### src/rtl/duty_selector_pkg.sv
// duty_selector_pkg: selector FSM state type and width helpers
// shared by duty_selector and pwm_core.
package duty_selector_pkg;

    typedef enum logic [1:0] {
        IDLE   = 2'd0,
        HELD   = 2'd1,
        REPEAT = 2'd2
    } sel_state_e;

    // $clog2 that never collapses to a zero-width vector
    function automatic int min1_clog2(input longint n);
        int w;
        w = $clog2(n);
        return (w < 1) ? 1 : w;
    endfunction

    function automatic int idx_width(input int steps);
        return min1_clog2(longint'(steps));
    endfunction

    function automatic int cnt_width(input int period);
        return min1_clog2(longint'(period));
    endfunction

    function automatic int duty_width(input int period);
        return min1_clog2(longint'(period) + 1);
    endfunction

    function automatic int step_width(input int step);
        return min1_clog2(longint'(step) + 1);
    endfunction

    function automatic int rpt_width(input int cycles);
        return min1_clog2(longint'(cycles));
    endfunction

endpackage

### src/rtl/duty_selector_pwm_core.sv
// pwm_core: free-running period counter, per-period duty latch
// and registered PWM comparator.
module pwm_core
    import duty_selector_pkg::*;
#(
    parameter int PERIOD = 100
) (
    input  logic                          clk,
    input  logic                          rst,
    input  logic [duty_width(PERIOD)-1:0] duty_in,
    input  logic                          load_en,
    output logic                          pwm_out,
    output logic                          period_start
);

    localparam int CW = cnt_width(PERIOD);
    localparam int DW = duty_width(PERIOD);
    localparam logic [CW-1:0] CNT_LAST = CW'(PERIOD - 1);

    logic [CW-1:0] cnt_q;
    logic [CW-1:0] cnt_d;
    logic [DW-1:0] duty_active_q;
    logic [DW-1:0] duty_active_d;
    logic          pwm_q;
    logic          pwm_d;
    logic          wrap;

    always_comb begin
        wrap          = (cnt_q == CNT_LAST);
        cnt_d         = wrap ? '0 : cnt_q + CW'(1);
        // Duty only changes on the period boundary.
        duty_active_d = duty_active_q;
        if (wrap && load_en) begin
            duty_active_d = duty_in;
        end
        pwm_d         = (DW'(cnt_q) < duty_active_q);
    end

    always_ff @(posedge clk) begin
        if (rst) begin
            cnt_q         <= '0;
            duty_active_q <= '0;
            pwm_q         <= 1'b0;
        end else begin
            cnt_q         <= cnt_d;
            duty_active_q <= duty_active_d;
            pwm_q         <= pwm_d;
        end
    end

    assign pwm_out      = pwm_q;
    assign period_start = (cnt_q == '0);

endmodule

### src/rtl/duty_selector.sv
// duty_selector: push-button PWM duty-level stepper.
// Define DUTY_SELECTOR_AUTOREPEAT_EN to build hold-to-repeat.
module duty_selector
    import duty_selector_pkg::*;
#(
    parameter int PERIOD        = 100,
    parameter int STEPS         = 5,
    parameter int DUTY_STEP     = 25,
    parameter int REPEAT_CYCLES = 50000000
) (
    input  logic                       clk,
    input  logic                       rst,
    input  logic                       EN_Selector,
    output logic                       pwm_out,
    output logic [idx_width(STEPS)-1:0] duty_idx,
    output logic                       step_pulse,
    output logic                       period_start
);

    localparam int IW = idx_width(STEPS);
    localparam int DW = duty_width(PERIOD);
    localparam int SW = step_width(DUTY_STEP);
    localparam int PW = IW + SW;
    localparam logic [IW-1:0] IDX_LAST = IW'(STEPS - 1);

    if (PERIOD < 2 || PERIOD > 65535) begin : g_bad_period
        $error("duty_selector: PERIOD outside 2..65535");
    end
    if (STEPS < 2 || STEPS > 16) begin : g_bad_steps
        $error("duty_selector: STEPS outside 2..16");
    end
    if (DUTY_STEP < 0) begin : g_bad_step
        $error("duty_selector: DUTY_STEP negative");
    end
    if (longint'(STEPS - 1) * longint'(DUTY_STEP) > longint'(PERIOD)) begin : g_bad_range
        $error("duty_selector: top duty exceeds PERIOD");
    end
    if (REPEAT_CYCLES < 1) begin : g_bad_repeat
        $error("duty_selector: REPEAT_CYCLES must be >= 1");
    end

    sel_state_e    state_q;
    sel_state_e    state_d;
    logic          btn_q;
    logic          btn_d;
    logic [IW-1:0] duty_idx_q;
    logic [IW-1:0] duty_idx_d;
    logic          step_pulse_q;
    logic          step_pulse_d;
    logic          press;
    logic          advance;
    logic [PW-1:0] duty_prod;
    logic [DW-1:0] duty_val;

    assign press = EN_Selector && !btn_q;

`ifdef DUTY_SELECTOR_AUTOREPEAT_EN
    localparam int RW = rpt_width(REPEAT_CYCLES);
    localparam logic [RW-1:0] RPT_LAST = RW'(REPEAT_CYCLES - 1);

    logic [RW-1:0] rpt_q;
    logic [RW-1:0] rpt_d;
    logic          rpt_hit;

    assign rpt_hit = (rpt_q == RPT_LAST);

    always_comb begin
        rpt_d = rpt_q;
        if (state_q == IDLE || !EN_Selector || rpt_hit) begin
            rpt_d = '0;
        end else begin
            rpt_d = rpt_q + RW'(1);
        end
    end

    always_ff @(posedge clk) begin
        if (rst) begin
            rpt_q <= '0;
        end else begin
            rpt_q <= rpt_d;
        end
    end
`endif

    always_ff @(posedge clk) begin
        if (rst) begin
            state_q <= IDLE;
        end else begin
            state_q <= state_d;
        end
    end

    always_comb begin
        state_d = state_q;
        unique case (state_q)
            IDLE: begin
                if (press) begin
                    state_d = HELD;
                end
            end
            HELD: begin
                if (!EN_Selector) begin
                    state_d = IDLE;
`ifdef DUTY_SELECTOR_AUTOREPEAT_EN
                end else if (rpt_hit) begin
                    state_d = REPEAT;
`endif
                end
            end
`ifdef DUTY_SELECTOR_AUTOREPEAT_EN
            REPEAT: begin
                if (!EN_Selector) begin
                    state_d = IDLE;
                end
            end
`endif
            default: state_d = IDLE;
        endcase
    end

    always_comb begin
        advance = 1'b0;
        unique case (state_q)
            IDLE: advance = press;
`ifdef DUTY_SELECTOR_AUTOREPEAT_EN
            HELD, REPEAT: advance = EN_Selector && rpt_hit;
`endif
            default: advance = 1'b0;
        endcase
    end

    always_comb begin
        btn_d        = EN_Selector;
        step_pulse_d = advance;
        duty_idx_d   = duty_idx_q;
        if (advance) begin
            duty_idx_d = (duty_idx_q == IDX_LAST) ? '0 : duty_idx_q + IW'(1);
        end
    end

    // btn_q resets high so a button held through reset is not a press.
    always_ff @(posedge clk) begin
        if (rst) begin
            btn_q        <= 1'b1;
            duty_idx_q   <= '0;
            step_pulse_q <= 1'b0;
        end else begin
            btn_q        <= btn_d;
            duty_idx_q   <= duty_idx_d;
            step_pulse_q <= step_pulse_d;
        end
    end

    // Full-width product; the range check above makes the narrowing lossless.
    assign duty_prod = PW'(duty_idx_q) * PW'(DUTY_STEP);
    assign duty_val  = DW'(duty_prod);

    pwm_core #(
        .PERIOD(PERIOD)
    ) u_pwm_core (
        .clk         (clk),
        .rst         (rst),
        .duty_in     (duty_val),
        .load_en     (1'b1),
        .pwm_out     (pwm_out),
        .period_start(period_start)
    );

    assign duty_idx   = duty_idx_q;
    assign step_pulse = step_pulse_q;

endmodule

### config.mk
export PLATFORM = sky130hd
export DESIGN_NAME = duty_selector
export DESIGN_NICKNAME = d
export VERILOG_FILES = /design/src/rtl/duty_selector_pkg.sv /design/src/rtl/duty_selector_pwm_core.sv /design/src/rtl/duty_selector.sv
export SDC_FILE = /design/constraint.sdc
export NUM_CORES = 1
export LEC_CHECK = 0
export ABC_AREA = 1
export CAP_MARGIN = 10
export CORE_AREA = 10 10 55 57
export CTS_CLUSTER_SIZE = 28
export DETAILED_ROUTE_END_ITERATION = 7
export DIE_AREA = 0 0 65 67
export DONT_BUFFER_PORTS = 1
export HOLD_SLACK_MARGIN = 0.08
export PLACE_DENSITY_LB_ADDON = 0.3
export SLEW_MARGIN = 20
export SYNTH_ARGS = -nofsm -noshare
export SYNTH_HDL_FRONTEND = slang
export SYNTH_SLANG_ARGS = --single-unit
### constraint.sdc
create_clock -name clk -period 3.3 [get_ports clk]
set_input_delay 0.165 -clock clk [delete_from_list [all_inputs] [get_ports clk]]
set_output_delay 0.165 -clock clk [all_outputs]
set_load 0.03 [all_outputs]
Word-level counts from Yosys, hierarchy flattened
Index checks and enable logic that the tools add are counted.
{"block": "word_totals", "ff_bits": 22, "latchBits": 0, "ram_bits": 0, "mem_bits_ro": 0, "in_bits": 3, "output_inout_bits": 6, "wordCells": 27, "n_memories": 0}
{"block": "classes", "add_sub_neg": 2, "n_mul": 1, "div_mod_pow": 0, "order_cmp": 1, "n_eq_ne": 5, "shift": 0, "muxes": 5, "bitwise_logic": 0, "n_reduce_logical": 6}
{"operator": "$add 7x1->7 const B", "n": 1}
{"operator": "$eq 7x7->1 const B", "n": 1}
{"operator": "$logic_not 7->1", "n": 1}
{"operator": "$lt 7x7->1", "n": 1}
{"operator": "$mul 3x5->7 const B", "n": 1}
{"operator": "$mux 2", "n": 2}
{"operator": "$ne 2x2->1 const B", "n": 2}
{"operator": "$pmux 2 s2", "n": 1}
{"operator": "$add 3x1->3 const B", "n": 1}
{"operator": "$eq 3x3->1 const B", "n": 1}
{"operator": "$mux 3", "n": 1}
{"operator": "$eq 2x1->1 const B", "n": 1}
{"operator": "$logic_not 2->1", "n": 1}
{"operator": "$reduce_and 2->1", "n": 1}
{"operator": "$reduce_or 2->1", "n": 1}
{"operator": "$logic_and 1x1->1", "n": 1}
{"operator": "$logic_not 1->1", "n": 1}
{"operator": "$mux 1", "n": 1}

Longest topological paths before layout
Gate-level depths: netlist of run 1.
{"block": "depth", "word_depth": 4, "mapped_depth": 9, "ltp_nobuf": 9}

Modules after synthesis
A second synthesis of run 1 with hierarchy kept.
{"block": "hier_totals", "hier_cells": 174, "area_unflattened_um2": 1243.7}
{"module": "pwm_core", "n_inst": 1, "cells_per_inst": 126, "area_per_inst_um2": 900.9, "seq_area_each_um2": 300.3}
{"module": "duty_selector", "n_inst": 1, "cells_per_inst": 48, "area_per_inst_um2": 342.8, "seq_area_each_um2": 120.1}

Least setup slack after synthesis of run 1
OpenSTA, ideal clock, no wires.
{"block": "synth_path", "path_kind": "register -> output", "from": "register u_pwm_core.cnt_q[2]", "to": "output port period_start", "arrival_time_ps": 1328, "required_ps": 3135, "path_slack_ps": 1807, "path_stages_with_launch": 4, "n_path_buf": 0, "cell_sequence": "dfxtp_1 -> nor2_4 -> nand3_1 -> nor3_1"}
{"block": "synth_via", "elab_chain_cells": 1}
{"item": "start: declaration", "line_no": "duty_selector_pwm_core.sv:20", "text": "logic [CW-1:0] cnt_q;"}
{"item": "start signal: assignment", "line_no": "duty_selector_pwm_core.sv:45", "text": "cnt_q <= cnt_d;"}
{"item": "$logic_not 7->1", "line_no": "duty_selector_pwm_core.sv:52", "text": "assign period_start = (cnt_q == '0);"}
{"item": "end: declaration", "line_no": "duty_selector.sv:17", "text": "output logic period_start"}
No other way between the ends.

Worst setup path in the final report of run 1
Ends and elaborated chain as after synthesis.

==> results of run 1 <==
-- where the power goes --
part / switching [W] / internal [W]
Combinational: 0.0000293 / 0.0000168
Sequential: 0.0000109 / 0.000248
Clock: 0.0000735 / 0.0000672
-- metal layers --
layer  track usage, %  up-vias
li1                 -      488
met1             13.3      381
met2             15.8        9
met3             2.68        2
met4             4.81        0
met5                0        -
-- path summary, 6_finish.rpt --
kind         slack (ps)  cells after the start                   startpoint                           to
max                1350                      3          u_pwm_core.cnt_q[2]                 period_start
min                 110                      5                          rst           u_pwm_core.pwm_out
max reg2reg        1640                      8                  duty_idx[1]  u_pwm_core.duty_active_q[5]
min reg2reg         480                      2  u_pwm_core.duty_active_q[6]  u_pwm_core.duty_active_q[6]
-- worst max-delay path, delay by kind of cell (launching register included) --
kind / cells / cell delay, ps
flops: 1 / 410
simple gates: 3 / 1080
-- flip-flops by register name, summed over array words and instances, names as in the netlist --
name	count
duty_idx	3
step_pulse	1
u_pwm_core.pwm_out	1
u_pwm_core.duty_active_q	6
btn_q	1
u_pwm_core.cnt_q	7
state_q	1
-- repair_timing --
item | 4_1_cts | 5_1_grt
endpoints found under the hold margin | 6 | 0
gates resized for setup | 0 | 0
hold buffers | 3 | 0
setup buffers | 0 | 0
-- cells by family after synthesis --
kind of cell / Yosys count
simple gates: 79
buf+inv: 34
flops: 20
fa+ha+maj: 12
compound gates: 8
xor+xnor: 4
-- synthesized netlist by cell type (all sizes together) --
cell type / instances
inv: 30
buf: 4
nor3: 2
ha: 12
o21ai: 2
a21oi: 5
a211oi: 1
nor2: 29
nand3: 19
dfxtp: 20
xnor2: 1
nand2: 28
nand4: 1
xor2: 3
-- metrics by stage --
| stage | hold WS, ps | instances | power (W) | util [%] |
|---|---|---|---|---|
| floorplan | 237 | 157 | 0.000300 | - |
| global placement | 239 | 180 | 0.000306 | 58.1 |
| detailed placement | 243 | 180 | 0.000307 | 58.1 |
| CTS | 97.5 | 187 | 0.000451 | 61.5 |
| global route | 139 | 187 | 0.000468 | 61.5 |
| finish | 106 | 187 | 0.000446 | 61.5 |
-- final cells by class --
cell class              count  area [sq um]
clock buffers               4          36.3
fillers                   181           748
inverters                  30           113
multi-input cells         103           581
flip-flops and latches     20           400
well taps                  27          33.8
repair buffers              3          30.0
-- cell usage in the layout, fill, tap and decap left out --
cell type and instances:
nand2_1 26, dfxtp_1 20, inv_1 30, nor2_1 26, nor3_1 2, nand3_1 19, a21oi_1 5, a211oi_1 1
xor2_1 3, o21ai_0 2, xnor2_1 1, clkbuf_8 1, nand2_4 1, dlygate4sd3_1 3, nand2_2 1, clkbuf_4 3
ha_1 12, nor2_4 2, nor2_2 1, nand4_1 1
==> metrics.cfg, run 1 <==
[timing]
fin_crit_sh_pct=59.2
hold_violations=0
fmax_ghz=0.512
setup_viol=0
setup_slack_ps=1350
final.setup.tns_ps=0
rsz0062_at_grt=no
slew_viol_final=0
post-route-min-period_ps=1950
finalClockSkew_ps=0.483
slew_headroom_pct=36.3
worstMarginPinSlew_ps=948

[hold_path]
hp-class=in -> reg

[detailed_routing]
wl_per_cell_microns=10.8
dr_wl_met2_microns=947
vias_per_cell=4.71
drtAntennaViolNets=0
m1WireLength_microns=976
drc=0
wl_met3_microns=82
detail_route.iter0.violations=37
vias=880
routed_wl_mm=2.03
drtPass1Iterations=4
highest_layer=met4

[global_route]
overflow=0
grt_max_degree=12
track_usage_pct=10.4
grt_pass1_vias=829
grt_pass1_wl_mm=3.59
antenna_found_initial=0

[synth]
avgSynthCellArea_sq_um=7.14
synth.largest_area_cell=dfxtp_1
yosys_warnings=0
synth_seq_area_share_pct=35.7
ys_types=19
synth_compound_area_share_pct=3.79
syn_inst=157
yosys-top-cells-area=dfxtp_1, ha_1, inv_1
synthAdderAreaFrac_pct=13.4
synth_xor_area_share_pct=3.13
synth_nets=172
ys_ff_latch=20
syn_area_sq_um=1120
synth_top_family_by_area=simple AND/OR/NAND/NOR gates
yosys.area_share.simple_pct=31.5
synth_mux_area_share_pct=0
yosysTopAreaCellShare_pct=35.7

[clocking]
numCtsBuffers=3
cts_tree=done
htreeDepth=1
cts_root_buffer=clkbuf_4
clk_path_buf_depth=2
cts.sinks=20
clk_pin_slew_worst_paths_ps=110
clk_latency_ps=290

[power]
p_per_area_nw_per_um2=373
peakVddDrop_v=0.000249
p_leak_nw=0.569

[place]
place_area_sq_um=1130
place.gp.congestion=0.801
place_ws_ps=1660
port_buffers=0
hpwl_mm=1.59

[finish]
final_area_sq_um=1190
drive_gt1_share_pct=5.63
areaGrowthSynthToFinish_pct=6.47
nets=176
n_antenna_cell=0

[die]
rows=16
initial_core_util_pct=57.7
fp.dieH_microns=67
die_w_microns=65
coreArea_sq_um=1940
die_area_sq_um=4360
io_pins=9

[setup_path]
path_class=reg -> out
slowest_delay_ps=740
start_kind=register
crit_path_top_delay_cell=nor3_1
crit_chain=nor2_4 > nand3_1 > nor3_1
crit_fanout=8
crit_path_end_kind=primary output
crit_arrival_ps=1790
cp.required_ps=3130

[run]
drv_cap=0

[run_status]
outcome=complete, no violations

No activity file was read; power rests on OpenSTA's default activity.
==> run 2, diff against run 1 <==
- ABC_AREA: 1 -> 0
- CORE_AREA: 10 10 55 57 -> 10 10 56 58
- DIE_AREA: 0 0 65 67 -> 0 0 66 68
- clock period: 3.3 -> 1.7 ns (I/O delays scaled with it)
==> run 2 against run 1 <==
Against the previous run:
- worst setup slack worse by 1300 ps
- count of clock-buffer cells in the layout unchanged
- largest cell class unchanged
- critical path depth stayed put
- critical endpoint unchanged
- first-iteration DRC count fell by 8.1%
- highest routed layer unchanged
- sequential share of layout area up 1.5 points
- non-clock buffer count is 5 higher
- combinational power is 98% higher
- final cell count fell by 18%
- design area shrank 2.2%
- register-to-register slack worse by 1400 ps
==> metrics.cfg, run 2 <==
[run_status]
outcome=complete, no violations

[hold_path]
hp-start=u_pwm_core.duty_active_q[4]
hold_path_depth=2
hp-class=reg -> reg
min_to=u_pwm_core.duty_active_q[4]

[synth]
avgSynthCellArea_sq_um=8.80
async_flop_share_pct=0
synth_nets=136
yosysTopAreaCellShare_pct=37.6
synthTopCellsByCount=dfxtp_1, ha_1, inv_1, nand3_1, a21oi_1
syn_area_sq_um=1060
synthAdderAreaFrac_pct=14.1
synth_seq_area_share_pct=37.6
synth_xor_area_share_pct=3.29
synth_compound_area_share_pct=14.6
yosys-top-cells-area=dfxtp_1, ha_1, nand3_1
yosys_warnings=0
synth_mux_area_share_pct=0
synth_edf_count=0
yosys.area_share.simple_pct=21.7
synth.most_common_cell=dfxtp_1
syn_inst=121
synth_ff_type=dfxtp_1
synth.largest_area_cell=dfxtp_1
ys_ff_latch=20
synth_top_family_by_area=simple AND/OR/NAND/NOR gates
ys_types=32

[global_route]
antenna_found_initial=0
grt_pass1_vias=819
grt_max_degree=20
overflow=0
track_usage_pct=10.7
grt_pass1_wl_mm=3.66

[power]
internal_power_w=0.000652
p_seq_share_pct=57.4
clkPwrFrac_pct=32.1
peakVddDrop_v=0.000450
finalPower_w=0.000867
p_comb_share_pct=10.5
swShare_pct=24.8
p_per_area_nw_per_um2=742
p_leak_nw=0.453
netSwitchingPower_w=0.000215

[setup_path]
crit_arrival_ps=1540
crit_fanout=8
r2r_end=u_pwm_core.duty_active_q[6]
rr_startpoint=duty_idx[1]
r2r_slack_ps=270
path_class=reg -> out
cp.required_ps=1620
start_kind=register
crit_path_end_kind=primary output
reg2reg_depth=6

[clocking]
cts_tree=done
htreeDepth=1
cts_root_buffer=clkbuf_4
clk_pin_slew_worst_paths_ps=120
cts.sinks=20
clk_latency_ps=310
clk_path_buf_depth=2
numCtsBuffers=3

[finish]
largest_reg_flops=7
nets=142
regArea_sq_um=409
nFillCells=196
regMostFlops=u_pwm_core.cnt_q
areaGrowthSynthToFinish_pct=9.64
n_antenna_cell=0
drive_gt1_share_pct=17.5
multiInputGateArea_sq_um=577
final_common_cell=dfxtp_1
layout_common_cells=dfxtp_1, inv_1, nand3_1, ha_1, a21oi_1

[die]
coreArea_sq_um=2110
fp.dieH_microns=68
die_w_microns=66
rows=17
die_area_sq_um=4490
initial_core_util_pct=50.6
io_pins=9

[place]
place.gp.congestion=0.813
hpwl_mm=1.60
place_ws_ps=256
port_buffers=0

[detailed_routing]
drc=0
wl_per_cell_microns=13.7
vias=842
drtPass1Iterations=4
routed_wl_mm=2.12
detail_route.iter0.violations=34
vias_per_cell=5.47
drtAntennaViolNets=0

[timing]
hold_violations=0
finalClockSkew_ps=10.3
slew_headroom_pct=52.6
post-route-min-period_ps=1620
setup_viol=0
setup_slack_ps=77.3
rsz0062_at_grt=no
worstMarginPinSlew_ps=709
final.setup.tns_ps=0
slew_viol_final=0
fmax_ghz=0.616
fin_crit_sh_pct=95.5

[run]
drv_cap=0

run 2: cell count changes in the layout (fill, tap and decap cells not counted), moves of 2 or more:
cell	change
a31oi_1	+2
and3_1	+2
nor3_1	+2
nor3b_1	+2
o21ai_0	+7
dfxtp_1	-3
nand2_1	-20
a21oi_1	+5
inv_1	-18
dfxtp_4	+2
nor2_1	-23
nand3_1	-7
buf_4	+6
run 2: worst max path at each step:
stage | from | to | slack, ps | cells after the start
3_5_place_dp | u_pwm_core.cnt_q[4] | period_start | 260 | 3
6_report | u_pwm_core.cnt_q[2] | period_start | 80 | 3
2_1_floorplan | u_pwm_core.cnt_q[4] | period_start | 90 | 3
5_1_grt | u_pwm_core.cnt_q[2] | period_start | 10 | 3
3_3_place_gp | u_pwm_core.cnt_q[4] | period_start | 280 | 3
4_1_cts | u_pwm_core.cnt_q[2] | period_start | 3 | 3
run 2: cells by family after synthesis:
family,Yosys count
and+or+nand+nor,40
AOI/OAI and AO/OA,26
DFF,20
buffers and inverters,19
adders and majority gates,12
xor gates and xnor gates,4
run 2: area by class of cell:
type | count | share of cell area (%)
sequential | 20 | 35.0
clock buffer | 4 | 3.11
timing repair buffer | 8 | 5.57
tap | 28 | 3.00
multi-input combinational | 82 | 49.4
inverter | 12 | 3.86
run 2: metal layers:
metal / global-route usage, % / vias to the layer above / routed length, microns
li1: - / 432 / -
met1: 10.8 / 389 / 873
met2: 18.7 / 17 / 1080
met3: 3.26 / 4 / 110
met4: 7.85 / 0 / 52
met5: 0 / - / 0
run 2: worst max-delay path, cell delays in order (launching register included):
cell     delay (ps)
dfxtp_4         380
or3_4           410
nor4b_2         250
buf_4           200
run 2: power by group through the flow:
stage | clock [W] | combinational [W] | sequential (W)
after global routing | 0.000313 | 0.000103 | 0.000500
after CTS | 0.000291 | 0.0000898 | 0.000500
after detailed placement | 0 | 0.0000771 | 0.000511
final | 0.000278 | 0.0000910 | 0.000498
after floorplan | 0 | 0.0000664 | 0.000507
after global placement | 0 | 0.0000741 | 0.000510
run 2: stage by stage:
stage / area (sq um) / instances / hold slack, ps / utilization, %
global route: 1170 / 154 / 498 / 55.4
detailed placement: 1090 / 147 / 160 / 51.8
global placement: 1090 / 147 / 158 / 51.8
finish: 1170 / 154 / 495 / 55.4
floorplan: 1060 / 121 / 192 / -
CTS: 1150 / 153 / 482 / 54.7
run 2: repair_timing:
action / in CTS / in global routing
gates resized for setup: 2 / 4
pin swaps: 0 / 1
endpoints found under the setup margin: 1 / 1
endpoints found under the hold margin: 20 / 0
hold buffers: 2 / 0
buffers inserted: 0 / 1
